$ cat config.mk
export PLATFORM = sky130hd
export DESIGN_NAME = sweep_counter
export DESIGN_NICKNAME = d
export VERILOG_FILES = /design/src/rtl/sweep_counter_pkg.sv /design/src/rtl/tick_prescaler.sv /design/src/rtl/sweep_counter.sv
export SDC_FILE = /design/constraint.sdc
export NUM_CORES = 1
export LEC_CHECK = 0
export BUFFER_PORTS_ARGS = -buffer_cell sky130_fd_sc_hd__buf_2
export CAP_MARGIN = 20
export CORE_AREA = 10 10 47 49
export DETAILED_ROUTE_END_ITERATION = 10
export DIE_AREA = 0 0 57 59
export HOLD_SLACK_MARGIN = 0.05
export PLACE_DENSITY = 0.63
export RECOVER_POWER = 50
export SYNTH_ARGS = -nofsm -noshare
export SYNTH_HDL_FRONTEND = slang
export SYNTH_SLANG_ARGS = --single-unit
$ cat constraint.sdc
create_clock -name clock -period 2.1 [get_ports clock]
set_input_delay 0 -clock clock [delete_from_list [all_inputs] [get_ports clock]]
set_output_delay 0 -clock clock [all_outputs]
set_load 0.02 [all_outputs]
$ cat src/rtl/sweep_counter_pkg.sv
// -----------------------------------------------------------------------------
// sweep_counter_pkg
// Shared encodings for the sweep_counter slice: controller states, sweep mode
// selectors and the bounce-direction phase.
// -----------------------------------------------------------------------------
package sweep_counter_pkg;

  typedef enum logic [1:0] {
    IDLE = 2'd0,
    RUN  = 2'd1,
    DONE = 2'd2
  } state_t;

  localparam int MODE_UP     = 0;
  localparam int MODE_DOWN   = 1;
  localparam int MODE_BOUNCE = 2;

  // Direction of travel within a bounce sweep.
  typedef enum logic {
    PHASE_FWD = 1'b0,
    PHASE_REV = 1'b1
  } phase_t;

endpackage

$ cat src/rtl/tick_prescaler.sv
// -----------------------------------------------------------------------------
// tick_prescaler
// Divides the clock into one-cycle step ticks, one every PRESCALE enabled
// cycles. The first tick arrives PRESCALE cycles after a clear.
//
// Ports:
//   clock   in   system clock, rising edge
//   reset   in   asynchronous active-high reset
//   clear   in   synchronous restart of the division count
//   enable  in   count only while high
//   tick    out  high in the cycle the count reaches PRESCALE-1
// -----------------------------------------------------------------------------
module tick_prescaler #(
  parameter int PRESCALE = 1
) (
  input  logic clock,
  input  logic reset,
  input  logic clear,
  input  logic enable,
  output logic tick
);

  // Keep at least one bit so PRESCALE=1 still yields a legal vector.
  localparam int CW = (PRESCALE > 1) ? $clog2(PRESCALE) : 1;
  localparam logic [CW-1:0] LAST = CW'(PRESCALE - 1);

  logic [CW-1:0] div_count;

  assign tick = enable && (div_count == LAST);

  // NOTE: state registers use non-blocking assignments so every flop samples
  // values from before the edge, independent of process ordering.
  always_ff @(posedge clock or posedge reset) begin
    if (reset) begin
      div_count <= '0;
    end else if (clear) begin
      div_count <= '0;
    end else if (enable) begin
      div_count <= tick ? '0 : div_count + CW'(1);
    end
  end

endmodule

$ cat src/rtl/sweep_counter.sv
// -----------------------------------------------------------------------------
// sweep_counter
// Steps a WIDTH-bit count from START toward TARGET (up, down or bounce) at a
// rate set by PRESCALE, then emits a one-cycle `next` pulse so stages can be
// chained next -> go. Supports abort, busy and re-arm protection: a go held
// high across completion does not restart the block until go drops.
//
// Optional feature: define SWEEP_COUNTER_LOOP_EN to make the counter free-run
// (DONE returns straight to RUN) until abort or reset.
//
// Ports:
//   clock      in   system clock, rising edge
//   reset      in   asynchronous active-high reset
//   go         in   start request, level-sampled
//   abort      in   synchronous cancel of a run in progress
//   busy       out  high while in RUN
//   next       out  one-cycle completion pulse
//   count_out  out  current count (0 when not running)
// -----------------------------------------------------------------------------
module sweep_counter #(
  parameter int WIDTH    = 5,
  parameter int MODE     = 0,
  parameter int START    = 0,
  parameter int TARGET   = 31,
  parameter int PRESCALE = 1
) (
  input  logic             clock,
  input  logic             reset,
  input  logic             go,
  input  logic             abort,
  output logic             busy,
  output logic             next,
  output logic [WIDTH-1:0] count_out
);

  import sweep_counter_pkg::*;

  localparam logic [WIDTH-1:0] START_V  = WIDTH'(START);
  localparam logic [WIDTH-1:0] TARGET_V = WIDTH'(TARGET);
  localparam logic [WIDTH-1:0] ONE      = WIDTH'(1);

  state_t           state, state_n;
  phase_t           phase, phase_n;
  logic [WIDTH-1:0] count_n;
  logic             armed, armed_n;
  logic             tick;
  logic             clear;
  logic             terminal;

  tick_prescaler #(
    .PRESCALE (PRESCALE)
  ) u_prescaler (
    .clock  (clock),
    .reset  (reset),
    .clear  (clear),
    .enable (state == RUN),
    .tick   (tick)
  );

  // NOTE: every signal written here gets a default first, so no path leaves
  // one unassigned and no latch is inferred.
  always_comb begin
    state_n  = state;
    phase_n  = phase;
    count_n  = count_out;
    armed_n  = armed;
    clear    = 1'b0;
    terminal = 1'b0;

    unique case (state)
      IDLE: begin
        // abort outranks go, so both high together keeps us idle.
        if (go && armed && !abort) begin
          state_n = RUN;
          count_n = START_V;
          phase_n = PHASE_FWD;
          clear   = 1'b1;
        end
      end

      RUN: begin
        if (abort) begin
          state_n = IDLE;
          count_n = '0;
          clear   = 1'b1;
        end else if (tick) begin
          if (MODE == MODE_DOWN) begin
            if (count_out == TARGET_V) terminal = 1'b1;
            else                       count_n  = count_out - ONE;
          end else if (MODE == MODE_BOUNCE) begin
            if (START_V == TARGET_V) begin
              terminal = 1'b1;
            end else if (phase == PHASE_FWD) begin
              // Reaching TARGET spends one tick turning around in place.
              if (count_out == TARGET_V) phase_n = PHASE_REV;
              else                       count_n = count_out + ONE;
            end else begin
              if (count_out == START_V) terminal = 1'b1;
              else                      count_n  = count_out - ONE;
            end
          end else begin
            if (count_out == TARGET_V) terminal = 1'b1;
            else                       count_n  = count_out + ONE;
          end

          if (terminal) begin
            state_n = DONE;
            count_n = '0;
          end
        end
      end

      DONE: begin
`ifdef SWEEP_COUNTER_LOOP_EN
        // Free-running: reload immediately; abort is the only way out.
        if (abort) begin
          state_n = IDLE;
        end else begin
          state_n = RUN;
          count_n = START_V;
          phase_n = PHASE_FWD;
          clear   = 1'b1;
        end
`else
        state_n = IDLE;
`endif
      end

      default: state_n = IDLE;
    endcase

    // Any cycle with go low re-arms; completion with go still high disarms so
    // a held go cannot retrigger the block.
    if (!go)           armed_n = 1'b1;
    else if (terminal) armed_n = 1'b0;
  end

  always_ff @(posedge clock or posedge reset) begin
    if (reset) begin
      state     <= IDLE;
      phase     <= PHASE_FWD;
      count_out <= '0;
      armed     <= 1'b1;
    end else begin
      state     <= state_n;
      phase     <= phase_n;
      count_out <= count_n;
      armed     <= armed_n;
    end
  end

  assign busy = (state == RUN);
  assign next = (state == DONE);

endmodule

; ---- Word level (Yosys, flattened, before mapping)
; Index checks and enable logic that the tools add are counted.
[totals]
regBits = 9
inputBits = 4
out_inout_bits = 7
word_cells = 50
[classes]
n_addsub = 2
n_eq_ne = 8
muxes = 26
bitwise_logic = 1
reduce_logical = 9
[op_table]
columns = cell, n
row1 = 5-bit 2-to-1 mux, 5
row2 = 1-bit 2-to-1 mux, 14
row3 = 5-bit one-hot mux with 2 select lines, 1
row4 = 2-bit 2-to-1 mux, 4
row5 = 3-bit != test (second input constant), 2
row6 = 5-bit by 1-bit adder with 5-bit output (second input constant), 1
row7 = 5-bit == test (second input constant), 1
row8 = 4-bit != test (second input constant), 1
row9 = 2-bit one-hot mux with 2 select lines, 1
row10 = 4-bit AND reduction, 1
row11 = 2-bit nonzero test, 2
row12 = 1-bit logical AND, 3
row13 = 3-bit AND reduction, 1
row14 = 2-bit by 1-bit == test with 1-bit output (second input constant), 1
row15 = 2-bit == test (second input constant), 1
row16 = 2-bit logical NOT, 1
row17 = 2-bit by 1-bit != test with 1-bit output (second input constant), 1
row18 = 2-bit != test (second input constant), 1
row19 = 1-bit one-hot mux with 2 select lines, 1
row20 = 1-bit adder (second input constant), 1
row21 = 1-bit logical NOT, 1
row22 = 1-bit inverter, 1

; ---- Logic depth before layout (Yosys ltp)
; Gate-level depths: netlist of the first run.
[depth]
word_depth = 10
mapped_depth = 7
mapped_depth_nobuf = 7

; ---- Modules after synthesis
; From an unflattened synthesis of the first run, not the netlist that was laid out.
[unflattened]
cells_unflattened = 47
hier_area_um2 = 491.7
[modules_own_cells]
columns = mod, n_inst, cells_per_inst, area_each_um2
row1 = sweep_counter, 1, 43, 441.7
row2 = tick_prescaler, 1, 4, 50.0

; ---- Least setup slack after synthesis of the first run
; No wires, ideal clock.
[synth_path]
path_kind = reg-to-reg
startpoint = register count_out[0]
endpoint = register count_out[3]
setup_time_ns = 0.066
arrival_time_ns = 2.153
slack_ns = -0.119
stages_incl_launch_ff = 7
path_buffers = 0
synth_period_minus_slack_ns = 2.219
cell_sequence = dfrtp_1 > ha_1 > and3_1 > ha_1 > or4b_4 > or4_1 > nand2_1
[synth_via]
elab_chain_cells = 9
word_cells_on_any_way = 13
classes_between = add/sub: 1 / eq/ne: 2 / mux: 9 / reduce/logical: 1
[synth_lines]
columns = element, line
row1 = from (decl), sweep_counter.sv:33  ; output logic [WIDTH-1:0] count_out
row2 = from (signal assigned), sweep_counter.sv:147  ; count_out <= count_n;
row3 = 5-bit == test, sweep_counter.sv:102  ; if (count_out == TARGET_V) terminal = 1'b1;
row4 = 1-bit 2-to-1 mux, sweep_counter.sv:102
row5 = 1-bit 2-to-1 mux, sweep_counter.sv:86  ; end else if (tick) begin
row6 = 1-bit 2-to-1 mux, sweep_counter.sv:82  ; if (abort) begin
row7 = 1-bit 2-to-1 mux, sweep_counter.sv:70  ; unique case (state)
row8 = 5-bit 2-to-1 mux, sweep_counter.sv:106  ; if (terminal) begin
row9 = 5-bit 2-to-1 mux, sweep_counter.sv:86
row10 = 5-bit 2-to-1 mux, sweep_counter.sv:82
row11 = 5-bit one-hot mux with 2 select lines, sweep_counter.sv:70
; Parallel ways exist; a longest one is shown, timed or not. The select of a mux whose other input is x is not followed.
; A chain may end at the register's enable or synchronous reset.

; ---- Worst setup path after layout of the first run
[layout_path]
startpoint = register count_out[1]
endpoint = register count_out[3]
; Same word-level chain as after synthesis.

==> metrics.md, run 1 <==
| Metric | Value |
|---|---|
| Detailed Route Iter0 Violations | 6 |
| Core area | 0.00140 mm2 |
| Synth cell types | 22 |
| Synth Register Bits | 9 |
| Cell family with most CP delay | simple AND/OR/NAND/NOR gates |
| Routed length per instance | between 10 and 15 um |
| Global-route wire length before repair | approximately 1700 um |
| Fin nets | between 70 and 80 |
| Slew Limit Fails | 0 |
| Via Count | 382 |
| Outcome | finished, final reports clean |
| Leading area contributor after synthesis | dfrtp_1 |
| Vias in the first global route | 422 |
| Final period utilization | 0.966 |
| Max_cap viols | 0 |
| Post-Syn Area | around 460 um2 |
| Sequential-to-total area share from yosys stat | 0.491 |
| Post-synth EDFFs | 0 |
| Min-Delay Path Class | input pin to async pin |
| Post-synth top cells | dfrtp_1, nand2_1, nor2_1, inv_1, o21ai_0 |
| Sw frac | 0.262 |
| Die Footprint | between 0.003 and 0.004 mm2 |
| DRC Markers | 0 |
| Finished Layout Cells | 80 |
| Area grow syn2layout | 33.9% |
| Worst path bufs/invs | 0 |
| Final TNS setup | 0 ns |
| Yosys top cell area share | 0.434 |
| Cells after DPL | 73 |
| R2R Path End | count_out[3]$_DFFE_PP0P_ |
| Root Buffer Master | clkbuf_4 |
| Synthesized area per cell | approximately 9.8 um2 |
| R2r startpoint | count_out[1]$_DFFE_PP0P_ |
| Fin area | 618 um2 |
| Clk slew on worst S/H paths | around 0.06 ns |
| Synth Area in Compound Gates | 0.119 |
| Adder-cell share of the synthesized area | 0.0542 |
| Worst Path Required | approximately 2.3 ns |
| Synth top area cells | dfrtp_1, dfstp_2, ha_1 |
| Startpoint class of the critical path | flop |
| Maximum vdd drop | between 0.3 and 0.4 mV |
| Fillers | roughly 140 |
| Antenna-violating nets left | 0 |
| Tmin final | 2.03 ns |
| Gr ovfl total | 0 |
| Routability Congestion | between 0.7 and 0.8 |
| Gate power share | 0.133 |
| Reg power frac | 0.504 |
| Die Wd | 57 um |
| Syn Nets | 53 |
| Worst setup path end | count_out[3]$_DFFE_PP0P_ |
| Main combinational cell family by area after synthesis | simple AND/OR/NAND/NOR gates |
| Synth Flop Type | dfrtp_1 |
| Starting Density | 0.329 |
| Critical path's most frequent cell | ha_4 |
| CP startpoint | count_out[1]$_DFFE_PP0P_ |
| Post-Route WL | approximately 1000 um |
| Worst slack at placement | between 0.06 and 0.07 ns |
| Multiplexer area fraction after synthesis | 0.0244 |
| Crit path largest cell delay | between 0.5 and 0.6 ns |
| Final setup vio count | 0 |
| Final hold violations | 0 |
| Cell area after placement | 549 um2 |
| Initial antenna violation count | 0 |
| PwrDens | 603 mW/mm2 |
| Row count | 14 |
| Register Area | 229 um2 |
| IO Count | 11 |
| WS Path Type | flop to flop |
| CTS Buf Count | 3 |
| Fmax achieved | 493 MHz |
| Die H | 59 um |
| YS warnings | 0 |
| 1st-pass router iterations | 2 |
| Crit-path slowest cell | or4b_4 |
| Setup crit end kind | flop |
| Crit path cell chain | ha_4 -> and3_4 -> ha_4 -> or4b_4 -> or4_1 -> nand2_1 |
| R2R setup slack | a little over 0.07 ns |
| Count leader, synth | dfrtp_1 |
| R2R cell count | 6 |
| HPWL Detailed | slightly above 700 um |
| Clock Skew | approximately 0.00095 ns |
| Leakage power | ~0.3 nW |
| Clock share of power | 0.363 |
| CTS Sinks | 9 |
| Clk_lat worst skew | between 0.2 and 0.3 ns |
| Post-Synth Simple-Gate Area | 0.279 |
| Post-Synth XOR/XNOR Area | 0 |
| Crit-path max FO | 5 |
| Rel. slew slack | 0.603 |
| Pin count of the biggest net entering global routing | 10 |
| Setup WS post-layout | a little over 0.07 ns |
| Vias per Instance | 4.78 |
| Switching power | just under 100 uW |
| CTS tree | done |
| Internal power | approximately 280 uW |
| Post-Synthesis Cells | between 40 and 50 |
| Slew @ Worst Pin | 0.596 ns |
| Critical path arrival | 2.22 ns |
| Ant. Diodes | 0 |
| Critical Path Stages | 6 |
| Layout cells sized above 1 | 0.297 |
| Asr flop ratio synth | 1.00 |
| Total track usage | 0.0644 |
| Maximum clock path buffer count | 2 |
| # port buffers | 10 |
| Unrepaired setup endpoints after global routing | no |
| Area taken by multi-input logic gates | 250 um2 |
| Htree depth | 1 |
-- cells in the final DEF, fill, tap and decap left out, types with 2 or more instances in the layout --
cell type      Yosys  final
and2b_1            2      2
and3b_1            2      2
buf_2              0      8
clkbuf_1           0      3
clkbuf_4           0      3
dfrtp_1            8      6
dfrtp_2            0      2
dlygate4sd3_1      0      3
ha_4               0      2
inv_1              4      4
nand2_1            5      5
nor2_1             5      5
o21ai_0            4      4
o31ai_1            2      2
-- logic make-up (layout without fill, tap and decap cells) --
| logic type | count (synthesis) | after routing |
|---|---|---|
| AOI/OAI and AO/OA | 9 | 9 |
| adders and majority gates | 2 | 2 |
| buffers and inverters | 4 | 21 |
| DFF | 9 | 9 |
| muxes | 1 | 1 |
| and+or+nand+nor | 22 | 22 |
-- area by class of cell --
| type | count | area share |
|---|---|---|
| clock buffers | 4 | 0.0425 |
| inverters | 4 | 0.0243 |
| multi-input cells | 34 | 0.405 |
| flip-flops and latches | 9 | 0.370 |
| well taps | 16 | 0.0324 |
| repair buffers | 13 | 0.126 |
-- worst min path at each step --
| stage | startpoint | endpoint | slack (ns) | cells after the start |
|---|---|---|---|---|
| floorplan | reset | count_out[2]$_DFFE_PP0P_ | -0.17 | 1 |
| global placement | reset | u_prescaler.div_count$_DFFE_PP0P_ | -0.02 | 2 |
| detailed placement | reset | count_out[2]$_DFFE_PP0P_ | -0.01 | 2 |
| CTS | reset | u_prescaler.div_count$_DFFE_PP0P_ | 0.26 | 3 |
| global route | reset | state[1]$_DFFE_PP0P_ | 0.29 | 3 |
| finish | reset | count_out[2]$_DFFE_PP0P_ | 0.25 | 3 |
-- power groups by stage --
stage               logic (mW)  clock network [mW]  registers [mW]
floorplan               0.0262                   0           0.195
global route            0.0563               0.150           0.189
CTS                     0.0506               0.140           0.188
detailed placement      0.0464                   0           0.191
finish                  0.0496               0.135           0.188
global placement        0.0456                   0           0.191
-- worst register-to-register path: stages (launching register included) --
cell,delay (ns)
dfrtp_2,0.44
ha_4,0.17
and3_4,0.18
ha_4,0.16
or4b_4,0.54
or4_1,0.40
nand2_1,0.07
-- metrics by stage --
step	hold WS [ns]	power, mW	utilization
after floorplan	-0.173	0.221	-
after global placement	-0.0195	0.236	0.392
after detailed placement	-0.0133	0.237	0.392
after CTS	0.257	0.379	0.432
after global routing	0.290	0.395	0.441
final	0.251	0.373	0.441
-- registers in the layout, summed over array words and instances, names as in the netlist --
register and flops:
state 2, armed 1, count_out 5, u_prescaler.div_count 1
-- repair_timing --
item,CTS,global route
endpoints found under the hold margin,11,0
setup buffers,0,0
endpoints found under the setup margin,0,1
gates resized for setup,0,2
hold buffers,3,0
-- routing by layer --
metal / track usage / part of all wire
met1: 0.0617 / 0.45
met3: 0.0408 / 0.069
met4: 0.0336 / 0.024
met5: 0 / 0
met2: 0.105 / 0.46
No activity file was read; power rests on OpenSTA's default activity.
==> run 2: changes to the inputs <==
--- a/config.mk
+++ b/config.mk
@@ -5,7 +5,7 @@
 export SDC_FILE = /design/constraint.sdc
 export NUM_CORES = 1
 export LEC_CHECK = 0
-export BUFFER_PORTS_ARGS = -buffer_cell sky130_fd_sc_hd__buf_2
+export BUFFER_PORTS_ARGS = -buffer_cell sky130_fd_sc_hd__buf_4
 export CAP_MARGIN = 20
 export CORE_AREA = 10 10 47 49
 export DETAILED_ROUTE_END_ITERATION = 10
==> run 2 against run 1 <==
Against the previous run: combinational power rose by 22%; clock skew rose by 0.0015 ns; final area rose by 5.7%; critical path depth did not move; power rose by 3.4%; critical endpoint unchanged.
==> metrics.md, run 2 (synthesized netlist as in run 1, its figures left out) <==
| Metric | Value |
|---|---|
| HPWL Detailed | 719 um (+2.2%) |
| Unrepaired setup endpoints after global routing | no |
| Cell area after placement | 574 um2 (+4.6%) |
| Crit-path max FO | 5 (unchanged) |
| Clk slew on worst S/H paths | 0.07 ns (about the same) |
| Fin area | 653 um2 (+5.7%) |
| Clock Skew | 0.00246 ns (+0.00152 ns) |
| CTS tree | done |
| IO Count | 11 (unchanged) |
| Outcome | finished, final reports clean |
| Fin nets | 73 (+2.8%) |
| Die Footprint | 0.00336 mm2 (unchanged) |
| Die H | 59 um (unchanged) |
| GR Layer Usage met3 | 0.0322 (-0.00858) |
| Starting Density | 0.329 (unchanged) |
| Most common cell after layout, fill and taps aside | buf_4 |
| Final TNS setup | 0 ns (unchanged) |
| Largest reg by FF count | count_out |
| Gr ovfl total | 0 (unchanged) |
| Max_cap viols | 0 (unchanged) |
| Vias in the first global route | 402 (-4.7%) |
| Routability Congestion | 0.748 (-0.66%) |
| Via Count | 399 (+4.5%) |
| Fmax achieved | 498 MHz (+0.99%) |
| PwrDens | 590 mW/mm2 (-2.1%) |
| Rel. slew slack | 0.596 (-0.00652) |
| Min-Delay Path Class | input pin to async pin |
| Final hold violations | 0 (unchanged) |
| Largest registers | count_out: 5 flops, state: 2 flops |
| Worst Path Required | 2.30 ns (about the same) |
| Layout cells sized above 1 | 0.318 (+0.0213) |
| Antenna-violating nets left | 0 (unchanged) |
| Final setup vio count | 0 (unchanged) |
| WS Path Type | flop to flop |
| Max reg flops | 5 (unchanged) |
| Critical path arrival | 2.21 ns (about the same) |
| Slew Limit Fails | 0 (unchanged) |
| Met2 Use GR | 0.102 (-0.00310) |
| Setup WS post-layout | 0.0913 ns (+0.0199 ns) |
| Leakage power | 0.315 nW (+4.5%) |
| # port buffers | 10 (unchanged) |
| Setup crit end kind | flop |
| Commonest non-fill, non-tap cells in the layout | buf_4, dfrtp_1, nor2_1, nand2_1 |
| Met1 Use GR | 0.0679 (+0.00614) |
| CTS Buf Count | 3 (unchanged) |
| Routed length per instance | 11.6 um (-7.2%) |
| Final period utilization | 0.957 (-0.00946) |
| Total power | 386 uW (+3.4%) |
| Detailed Route Iter0 Violations | 12 (+6) |
| Area grow syn2layout | 41.5% |
| Worst slack at placement | 0.0796 ns (+0.0169 ns) |
| Core area | 0.00140 mm2 (unchanged) |
| Initial antenna violation count | 0 (unchanged) |
| Global-route wire length before repair | 1720 um (-1.5%) |
| Die Wd | 57 um (unchanged) |
| Htree depth | 1 (unchanged) |
| Row count | 14 (unchanged) |
| DRC Markers | 0 (unchanged) |
| Startpoint class of the critical path | flop |
| Maximum clock path buffer count | 2 (unchanged) |
| CTS Sinks | 9 (unchanged) |
| Vias per Instance | 4.87 (+1.9%) |
| 1st-pass router iterations | 4 (+2) |
| Post-Route WL | 955 um (-4.9%) |
| Slew @ Worst Pin | 0.605 ns (+0.00978 ns) |
| Ant. Diodes | 0 (unchanged) |
| Pin count of the biggest net entering global routing | 10 (unchanged) |
| Root Buffer Master | clkbuf_4 |
| Maximum vdd drop | 0.441 mV (+18%) |
| Total track usage | 0.0623 (-0.00215) |
| Clk_lat worst skew | 0.26 ns (about the same) |
| Tmin final | 2.01 ns (-0.0199 ns) |
| GRT busiest layer | met2 |
==> run 2: final timing paths <==
kind                                          startpoint                        to  slack [ns]  depth (start not counted)
worst max-delay path            count_out[1]$_DFFE_PP0P_  count_out[3]$_DFFE_PP0P_        0.09                          6
worst min-delay path                               reset  count_out[0]$_DFFE_PP0P_        0.25                          3
worst max register to register  count_out[1]$_DFFE_PP0P_  count_out[3]$_DFFE_PP0P_        0.09                          6
worst min register to register         armed$_DFFE_PP1P_         armed$_DFFE_PP1P_        0.50                          2
max in group asynchronous                          reset         armed$_DFFE_PP1P_        1.55                          3
min in group clock                                    go         armed$_DFFE_PP1P_        0.46                          3
==> run 2: per-layer routing <==
metal	wire length, um	share of wire
met1	453	0.47
met2	426	0.45
met3	66	0.069
met4	8	0.0084
met5	0	0
==> run 2: report_power, final <==
group | total (mW) | internal, mW | switching, mW
clock network | 0.139 | 0.0734 | 0.0651
logic | 0.0604 | 0.0310 | 0.0294
registers | 0.187 | 0.179 | 0.00715
==> run 2: through the flow <==
stage	util	hold WS (ns)	cells
5_1_grt	0.466	0.293	82
2_1_floorplan	-	-0.173	47
3_3_place_gp	0.410	-0.00592	73
4_1_cts	0.450	0.269	80
3_5_place_dp	0.410	-0.00398	73
6_report	0.466	0.248	82
==> run 2: area by class of cell <==
cell class,instances,area [um2]
repair buffers,15,113
clock buffers,4,26.3
multi-input cells,34,250
fillers,132,748
inverters,4,15.0
well taps,16,20.0
flip-flops and latches,9,229
==> run 2: worst max-delay path: stages, from the launching register on <==
cell	delay, ns
dfrtp_2	0.44
ha_4	0.17
and3_4	0.18
ha_4	0.15
or4b_4	0.53
or4_1	0.40
nand2_1	0.07
==> run 2: what timing repair did <==
item                       4_1_cts  5_1_grt
hold endpoints to repair        11        0
setup endpoints to repair        0        1
gates resized for setup          0        2
setup buffers                    0        2
hold buffers                     3        0
